`src/rtl/meter_counter.sv`:
```
// rtl/meter_counter.sv - parking-meter style seconds counter with edge-detected adds,
// presets, 1 Hz countdown and a sequential double-dabble BCD converter.
module meter_counter #(
  parameter int MAX_COUNT   = 9999,
  parameter int BLINK_LIMIT = 180
) (
  input  logic       clk,
  input  logic       rst,
  input  logic       clk_1Hz,
  input  logic       btnu,
  input  logic       btnl,
  input  logic       btnd,
  input  logic       btns,
  input  logic [7:0] sw,
  output logic [3:0] digit3,
  output logic [3:0] digit2,
  output logic [3:0] digit1,
  output logic [3:0] digit0,
  output logic       state_blink,
  output logic       expired
);

  localparam logic [14:0] MAX15   = 15'(MAX_COUNT);
  localparam logic [13:0] BLINK14 = 14'(BLINK_LIMIT);

  typedef enum logic [1:0] {CONV_IDLE, CONV_SHIFT, CONV_DONE} conv_state_t;

  logic [13:0] count;
  logic [13:0] next_count;
  logic        clk_1hz_q;
  logic [3:0]  btn;
  logic [3:0]  btn_q;
  logic [3:0]  btn_rise;
  logic        tick;
  logic [14:0] add_sum;
  logic [14:0] sum;
  logic        unused_sw;

  conv_state_t conv_state;
  logic [13:0] bin_sr;
  logic [13:0] last_conv;
  logic [15:0] bcd;
  logic [3:0]  iter;
  logic [29:0] dd_shift;

  assign btn       = {btns, btnd, btnl, btnu};
  assign unused_sw = ^sw[7:2];

  function automatic logic [15:0] add3(input logic [15:0] b);
    logic [15:0] r;
    r = b;
    for (int i = 0; i < 4; i++) begin
      if (r[4*i +: 4] >= 4'd5) r[4*i +: 4] = r[4*i +: 4] + 4'd3;
    end
    return r;
  endfunction

  // Saturate before the tick so a tick at the ceiling still counts down.
  always_comb begin
    tick     = clk_1Hz & ~clk_1hz_q;
    btn_rise = btn & ~btn_q;
    add_sum  = 15'd0;
    if (btn_rise[0]) add_sum = add_sum + 15'd10;
    if (btn_rise[1]) add_sum = add_sum + 15'd180;
    if (btn_rise[2]) add_sum = add_sum + 15'd200;
    if (btn_rise[3]) add_sum = add_sum + 15'd550;
    sum = {1'b0, count} + add_sum;
    if (sum > MAX15) sum = MAX15;
    if (tick && sum != 15'd0) sum = sum - 15'd1;
    if (sw[0])      next_count = 14'd15;
    else if (sw[1]) next_count = 14'd150;
    else            next_count = 14'(sum);
    dd_shift = {add3(bcd), bin_sr} << 1;
  end

  always_ff @(posedge clk) begin
    if (rst) begin
      count       <= 14'd0;
      clk_1hz_q   <= 1'b1;
      btn_q       <= 4'hf;
      state_blink <= 1'b1;
      expired     <= 1'b1;
    end else begin
      count       <= next_count;
      clk_1hz_q   <= clk_1Hz;
      btn_q       <= btn;
      state_blink <= (count < BLINK14);
      expired     <= (count == 14'd0);
    end
  end

  // Load, 14 shift-add-3 steps, then publish; a busy converter ignores count changes.
  always_ff @(posedge clk) begin
    if (rst) begin
      conv_state <= CONV_IDLE;
      bin_sr     <= 14'd0;
      last_conv  <= 14'd0;
      bcd        <= 16'd0;
      iter       <= 4'd0;
      digit3     <= 4'd0;
      digit2     <= 4'd0;
      digit1     <= 4'd0;
      digit0     <= 4'd0;
    end else begin
      case (conv_state)
        CONV_IDLE: begin
          if (count != last_conv) begin
            bin_sr     <= count;
            last_conv  <= count;
            bcd        <= 16'd0;
            iter       <= 4'd0;
            conv_state <= CONV_SHIFT;
          end
        end
        CONV_SHIFT: begin
          bcd    <= dd_shift[29:14];
          bin_sr <= dd_shift[13:0];
          iter   <= iter + 4'd1;
          if (iter == 4'd13) conv_state <= CONV_DONE;
        end
        CONV_DONE: begin
          {digit3, digit2, digit1, digit0} <= bcd;
          conv_state <= CONV_IDLE;
        end
        default: conv_state <= CONV_IDLE;
      endcase
    end
  end

endmodule

```
`config.mk`:
```
export PLATFORM = sky130hd
export DESIGN_NAME = meter_counter
export DESIGN_NICKNAME = d
export VERILOG_FILES = /design/src/rtl/meter_counter.sv
export SDC_FILE = /design/constraint.sdc
export NUM_CORES = 1
export LEC_CHECK = 0
export ABC_AREA = 1
export BUFFER_PORTS_ARGS = -buffer_cell sky130_fd_sc_hd__buf_4
export CAP_MARGIN = 20
export CORE_MARGIN = 1
export CORE_UTILIZATION = 55
export CTS_CLUSTER_DIAMETER = 120
export DETAILED_ROUTE_END_ITERATION = 16
export PLACE_DENSITY_LB_ADDON = 0.08
export SLEW_MARGIN = 0
export SYNTH_ARGS = -nofsm -noshare
export SYNTH_HDL_FRONTEND = slang
export SYNTH_SLANG_ARGS = --single-unit
```
`constraint.sdc`:
```
create_clock -name clk -period 6.6 [get_ports clk]
set_clock_uncertainty 0.2 [all_clocks]
set_input_delay 0.66 -clock clk [delete_from_list [all_inputs] [get_ports clk]]
set_output_delay 0.66 -clock clk [all_outputs]
set_load 0.005 [all_outputs]
```
==> results of run 1 <==
## worst paths after layout
check / from / end / slack (ns) / cells past startpoint
max: btnd / count[7] / 0.90 / 35
min: bin_sr[0] / bin_sr[0] / 0.26 / 2
max reg2reg: btn_q[2] / count[7] / 0.98 / 33
min reg2reg: bin_sr[0] / bin_sr[0] / 0.26 / 2
## worst register-to-register path, delay by kind of cell, from the launching register on
family	cells	cell delay, ns
buffers and inverters	6	0.64
AND/OR/NAND/NOR	21	2.74
adder cells (fa/ha/maj)	2	0.68
flip-flops	1	0.32
AO/OA/AOI/OAI	3	0.83
XOR/XNOR	1	0.10
## layout by cell type (no fill, tap or decap), types with 17 or more instances in the layout
cell type | synthesis | routed
nand2_1 | 225 | 225
inv_1 | 100 | 100
dfxtp_1 | 87 | 87
a21oi_1 | 69 | 69
nor2_1 | 65 | 63
nand3_1 | 58 | 58
o21ai_0 | 36 | 36
buf_4 | 0 | 28
ha_1 | 27 | 27
nand4_1 | 17 | 17
## layout make-up
type	count	share of cell area (%)
multi-input combinational	574	52.2
inverter	105	7.02
tap	108	2.41
sequential	87	31.0
timing repair buffer	28	3.75
clock inverter	6	1.34
clock buffer	10	2.27
## routing by layer
metal	vias up	track usage (%)	wire length (um)
met5	-	0	0
met4	0	8.61	214
met3	17	4.26	592
met2	108	44.2	5760
met1	2278	37.2	5870
li1	2569	-	-
## report_power, final
part / leakage [nW] / switching, mW / internal (mW)
combinational: 1.82 / 0.136 / 0.0649
sequential: 0.707 / 0.0148 / 0.540
clock: 0.0994 / 0.199 / 0.181
total: 2.62 / 0.350 / 0.786
## kinds of logic after synthesis
| family | after synthesis |
|---|---|
| flops | 87 |
| buf+inv | 126 |
| simple gates | 398 |
| compound gates | 128 |
| xor+xnor | 20 |
| fa+ha+maj | 28 |
## registers in the layout, summed over array words and instances, names as in the netlist
name         count
bcd             16
clk_1hz_q        1
count           14
iter             4
bin_sr          14
last_conv       14
state_blink      1
digit1           4
digit2           4
btn_q            4
conv_state       2
digit0           4
digit3           4
expired          1
==> impl_metrics.toml, run 1 <==
[outcome]
outcome = "completed"

[final_layout]
fin_util_pct = 63.1
nNetsFinal = 848
multi_input_area_sq_um = 2930
final-seq-area_sq_um = 1740
fill_cells = 852
final_cells = 918
area_growth_pct = 8.99
drive_gt1_share_pct = 8.40
final_area_sq_um = 5610
n_antenna_cell = 0

[min_path]
hold_path_class = "register to register"

[sta]
maxSlewHeadroom_pct = 39.1
max_freq_mhz = 175
timing.hold.ws_ns = 0.263
timing.final.ws_setup_ns = 0.897
rsz0062_at_grt = "false"
setup_viol = 0
fin_crit_ns = 5.70
hold_viol_final = 0
post-route-period-util_pct = 86.4
slew_viol_final = 0
worstMarginPinSlew_ns = 0.912
setup_tns_ns = 0

[global_route]
grt_pass1_vias = 4644
grt_overflow = 0
grt_max_degree = 53
antenna_found_initial = 0
grt_pass1_wl_um = 21300
grt_use_total_pct = 27.2

[clock_tree]
cts_buffers = 9
ctsHoldBuffers = 0
htree_levels = 3
clockBufferDepth = 2
cts_root_buf = "clkbuf_8"
post_cts_buffers = 0
ctsResizeCount = 0
cts_tree = "built"
clk_latency_ns = 0.35
clkSinkCount = 87
cts.clk_slew.worst_paths_ns = 0.08

[power]
report.power.total_mw = 1.14
powerDensity_nw_per_um2 = 202
vdd_drop_max_uv = 141
leakage_nw = 2.62

[critical_path]
required_ns = 6.64
worst-path-buf-inv = 8
start_kind = "input pin"
cp_slowest_cell = "nor2_1"
cp-end-kind = "register"
path_common_cell = "nand2_1"
cp_max_fo = 14
critical-path-top-delay-family = "simple AND/OR/NAND/NOR gates"
cp.arrival_ns = 5.74
critPathMaxStageDelay_ns = 0.41
worst-setup-path-type = "input pin to register"

[logic_synthesis]
ys_ff_latch = 87
yosysMostFrequentCell = "nand2_1"
synth_edf_count = 0
netlist_area_sq_um = 5150
synth_cell_type_count = 35
yosysTopAreaCell = "dfxtp_1"
yosys_warnings = 0
synth_ff_type = "dfxtp_1"
yosysSeqAreaShare_pct = 33.8
yosysTopAreaCellShare_pct = 33.8
async_reset_ff_share_pct = 0
synth_compound_area_share_pct = 13.2
synthTopCellsByCount = "225 x nand2_1, 100 x inv_1, 87 x dfxtp_1, 69 x a21oi_1, 65 x nor2_1"
synth-adder-area-share_pct = 6.95
netlist_instances = 787
synth_area_leaders = "dfxtp_1 34%, nand2_1 16%, inv_1 7.3%"
synthSimpleGateAreaFrac_pct = 33.2
synth_xor_area_share_pct = 3.40
syn_nets = 830
syn_avg_cell_area_sq_um = 6.54
synth_top_family_by_area = "simple AND/OR/NAND/NOR gates"
synthMuxAreaShare_pct = 0

[placed_design]
place_area_sq_um = 5410
pre_cts_ws_ns = 0.709
io_buffers = 26
dp_hpwl_um = 9410
placed_cells = 902
gp_congestion = 0.934

[floorplan]
core-area_sq_um = 8890
start_util_pct = 57.9
dieArea_sq_um = 9750
placementRows = 34
chipHeight_um = 98.7
io_pins = 33
die_w_um = 98.7

[route]
num_vias = 4972
dr.pass1.iters = 5
routed_wl_um = 12400
antenna_left = 0
drt_iter0_drc = 252
wl_per_cell_um = 13.6
routed_via_density = 5.42
drc = 0

[flow_run]
cap_violations = 0
(Power assumes the default switching activity.)
==> inputs of run 2 (changes only) <==
--- a/config.mk
+++ b/config.mk
@@ -8,7 +8,7 @@
 export ABC_AREA = 1
 export BUFFER_PORTS_ARGS = -buffer_cell sky130_fd_sc_hd__buf_4
 export CAP_MARGIN = 20
-export CORE_MARGIN = 1
+export CORE_MARGIN = 10
 export CORE_UTILIZATION = 55
 export CTS_CLUSTER_DIAMETER = 120
 export DETAILED_ROUTE_END_ITERATION = 16
==> run 2 against run 1 <==
Compared with the run above:
- global-route usage fell by 8.1 points
- wire length rose by 2.3%
- die area rose by 40%
- critical endpoint unchanged
- largest power group unchanged
==> impl_metrics.toml, run 2 (synthesis gave the netlist of run 1 again) <==
[route]
antenna_left = 0
drt_iter0_drc = 408
num_vias = 4954
dr.pass1.iters = 5
wl_per_cell_um = 13.8
routed_via_density = 5.37
drc = 0
routed_wl_um = 12700

[sta]
timing.hold.ws_ns = 0.273
rsz0062_at_grt = "false"
setup_viol = 0
hold_viol_final = 0
slew_viol_final = 0
maxSlewHeadroom_pct = 54.9
setup_tns_ns = 0
fin_crit_ns = 5.56
worstMarginPinSlew_ns = 0.676
max_freq_mhz = 180
post-route-period-util_pct = 84.2
timing.final.ws_setup_ns = 1.04

[clock_tree]
cts_tree = "built"
post_cts_buffers = 0
ctsHoldBuffers = 0
htree_levels = 3
cts_buffers = 9
ctsResizeCount = 0
clk_latency_ns = 0.36
cts_root_buf = "clkbuf_8"
clkSinkCount = 87
clockBufferDepth = 2
cts.clk_slew.worst_paths_ns = 0.10

[floorplan]
chipHeight_um = 117
die_w_um = 117
core-area_sq_um = 9200
dieArea_sq_um = 13600
start_util_pct = 56.0
placementRows = 35
io_pins = 33

[critical_path]
cp_slowest_cell = "a21oi_2"
required_ns = 6.67
worst-setup-path-type = "input pin to register"
path_common_cell = "nand2_1"
cp-end-kind = "register"
start_kind = "input pin"
endpoint = "count[7]"
r2r_cells = 33
r2r_slack_ns = 1.15
worst-path-buf-inv = 8
r2r-start = "btn_q[0]"
cp_max_fo = 14
r2r_end = "count[7]"
cp_num_cells = 35
critical-path-top-delay-family = "simple AND/OR/NAND/NOR gates"
critPathLaunch = "btnu"
critPathMaxStageDelay_ns = 0.37
cp.arrival_ns = 5.63

[power]
powerDensity_nw_per_um2 = 205
leakage_nw = 2.63
vdd_drop_max_uv = 102

[final_layout]
fin_util_pct = 61.2
final_cells = 922
drive_gt1_share_pct = 8.63
largest_register_ffs = 16
final_common_cell = "nand2_1"
n_antenna_cell = 0
top_register = "bcd"
area_growth_pct = 9.41
mostFrequentLayoutCells = "225 x nand2_1, 100 x inv_1, 87 x dfxtp_1"
fill_cells = 887
nNetsFinal = 849

[global_route]
busiest_layer = "met2"
grt_pass1_wl_um = 21100
met1_usage_pct = 24.5
antenna_found_initial = 0
grt_use_total_pct = 19.1
grt_max_degree = 53
grtUsageMet3_pct = 3.18
grtUsageMet2_pct = 30.6
grt_pass1_vias = 4552
grt_overflow = 0

[placed_design]
gp_congestion = 0.870
placed_cells = 906
pre_cts_ws_ns = 0.722
io_buffers = 26
dp_hpwl_um = 9590

[min_path]
hold_path_class = "register to register"

[outcome]
outcome = "completed"

[flow_run]
cap_violations = 0
## run 2: cell types whose count changed in the layout (fill, tap and decap cells not counted)
| cell | before | now |
|---|---|---|
| buf_4 | 28 | 29 |
| clkbuf_1 | 1 | 0 |
| clkbuf_8 | 9 | 10 |
| clkinv_4 | 1 | 2 |
| inv_6 | 2 | 1 |
## run 2: area by class of cell
class	instances	area (sq um)	share of cell area, %
clock inverter	6	75.1	1.33
timing repair buffer	29	218	3.87
multi-input combinational	574	2930	52.0
sequential	87	1740	30.9
tap	111	139	2.47
clock buffer	10	138	2.44
inverter	105	394	7.00
## run 2: metal layers
metal | up-vias | wire (um)
met5 | - | 0
met4 | 0 | 415
met3 | 28 | 559
met2 | 104 | 5920
met1 | 2248 | 5840
li1 | 2574 | -
## run 2: power breakdown
| part | switching (mW) | internal (mW) | total, mW |
|---|---|---|---|
| Combinational | 0.138 | 0.0653 | 0.203 |
| Clock | 0.204 | 0.191 | 0.394 |
| Sequential | 0.0152 | 0.540 | 0.555 |
| Total | 0.356 | 0.796 | 1.15 |
## run 2: worst min path at each step
| stage | end | from | depth (start not counted) |
|---|---|---|---|
| final | bcd[15] | bcd[15] | 2 |
| after global routing | clk_1hz_q | clk_1Hz | 3 |
| after CTS | clk_1hz_q | clk_1Hz | 3 |
| after detailed placement | bcd[15] | bcd[15] | 2 |
| after global placement | bcd[15] | bcd[15] | 2 |
| after floorplan | bcd[15] | bcd[15] | 2 |
## run 2: worst reg2reg max path, delay by kind of cell, from the launching register on
kind	cells	cell delay [ns]
and+or+nand+nor	20	2.51
adders and majority gates	3	0.97
AOI/OAI and AO/OA	3	0.66
buffers and inverters	6	0.57
DFF	1	0.30
xor gates and xnor gates	1	0.16
## run 2: per-stage QoR
| stage | cell area [sq um] | power [mW] |
|---|---|---|
| 4_1_cts | 5630 | 1.16 |
| 3_5_place_dp | 5420 | 0.769 |
| 5_1_grt | 5630 | 1.21 |
| 6_report | 5630 | 1.15 |
| 3_3_place_gp | 5420 | 0.764 |
| 2_1_floorplan | 5150 | 0.716 |
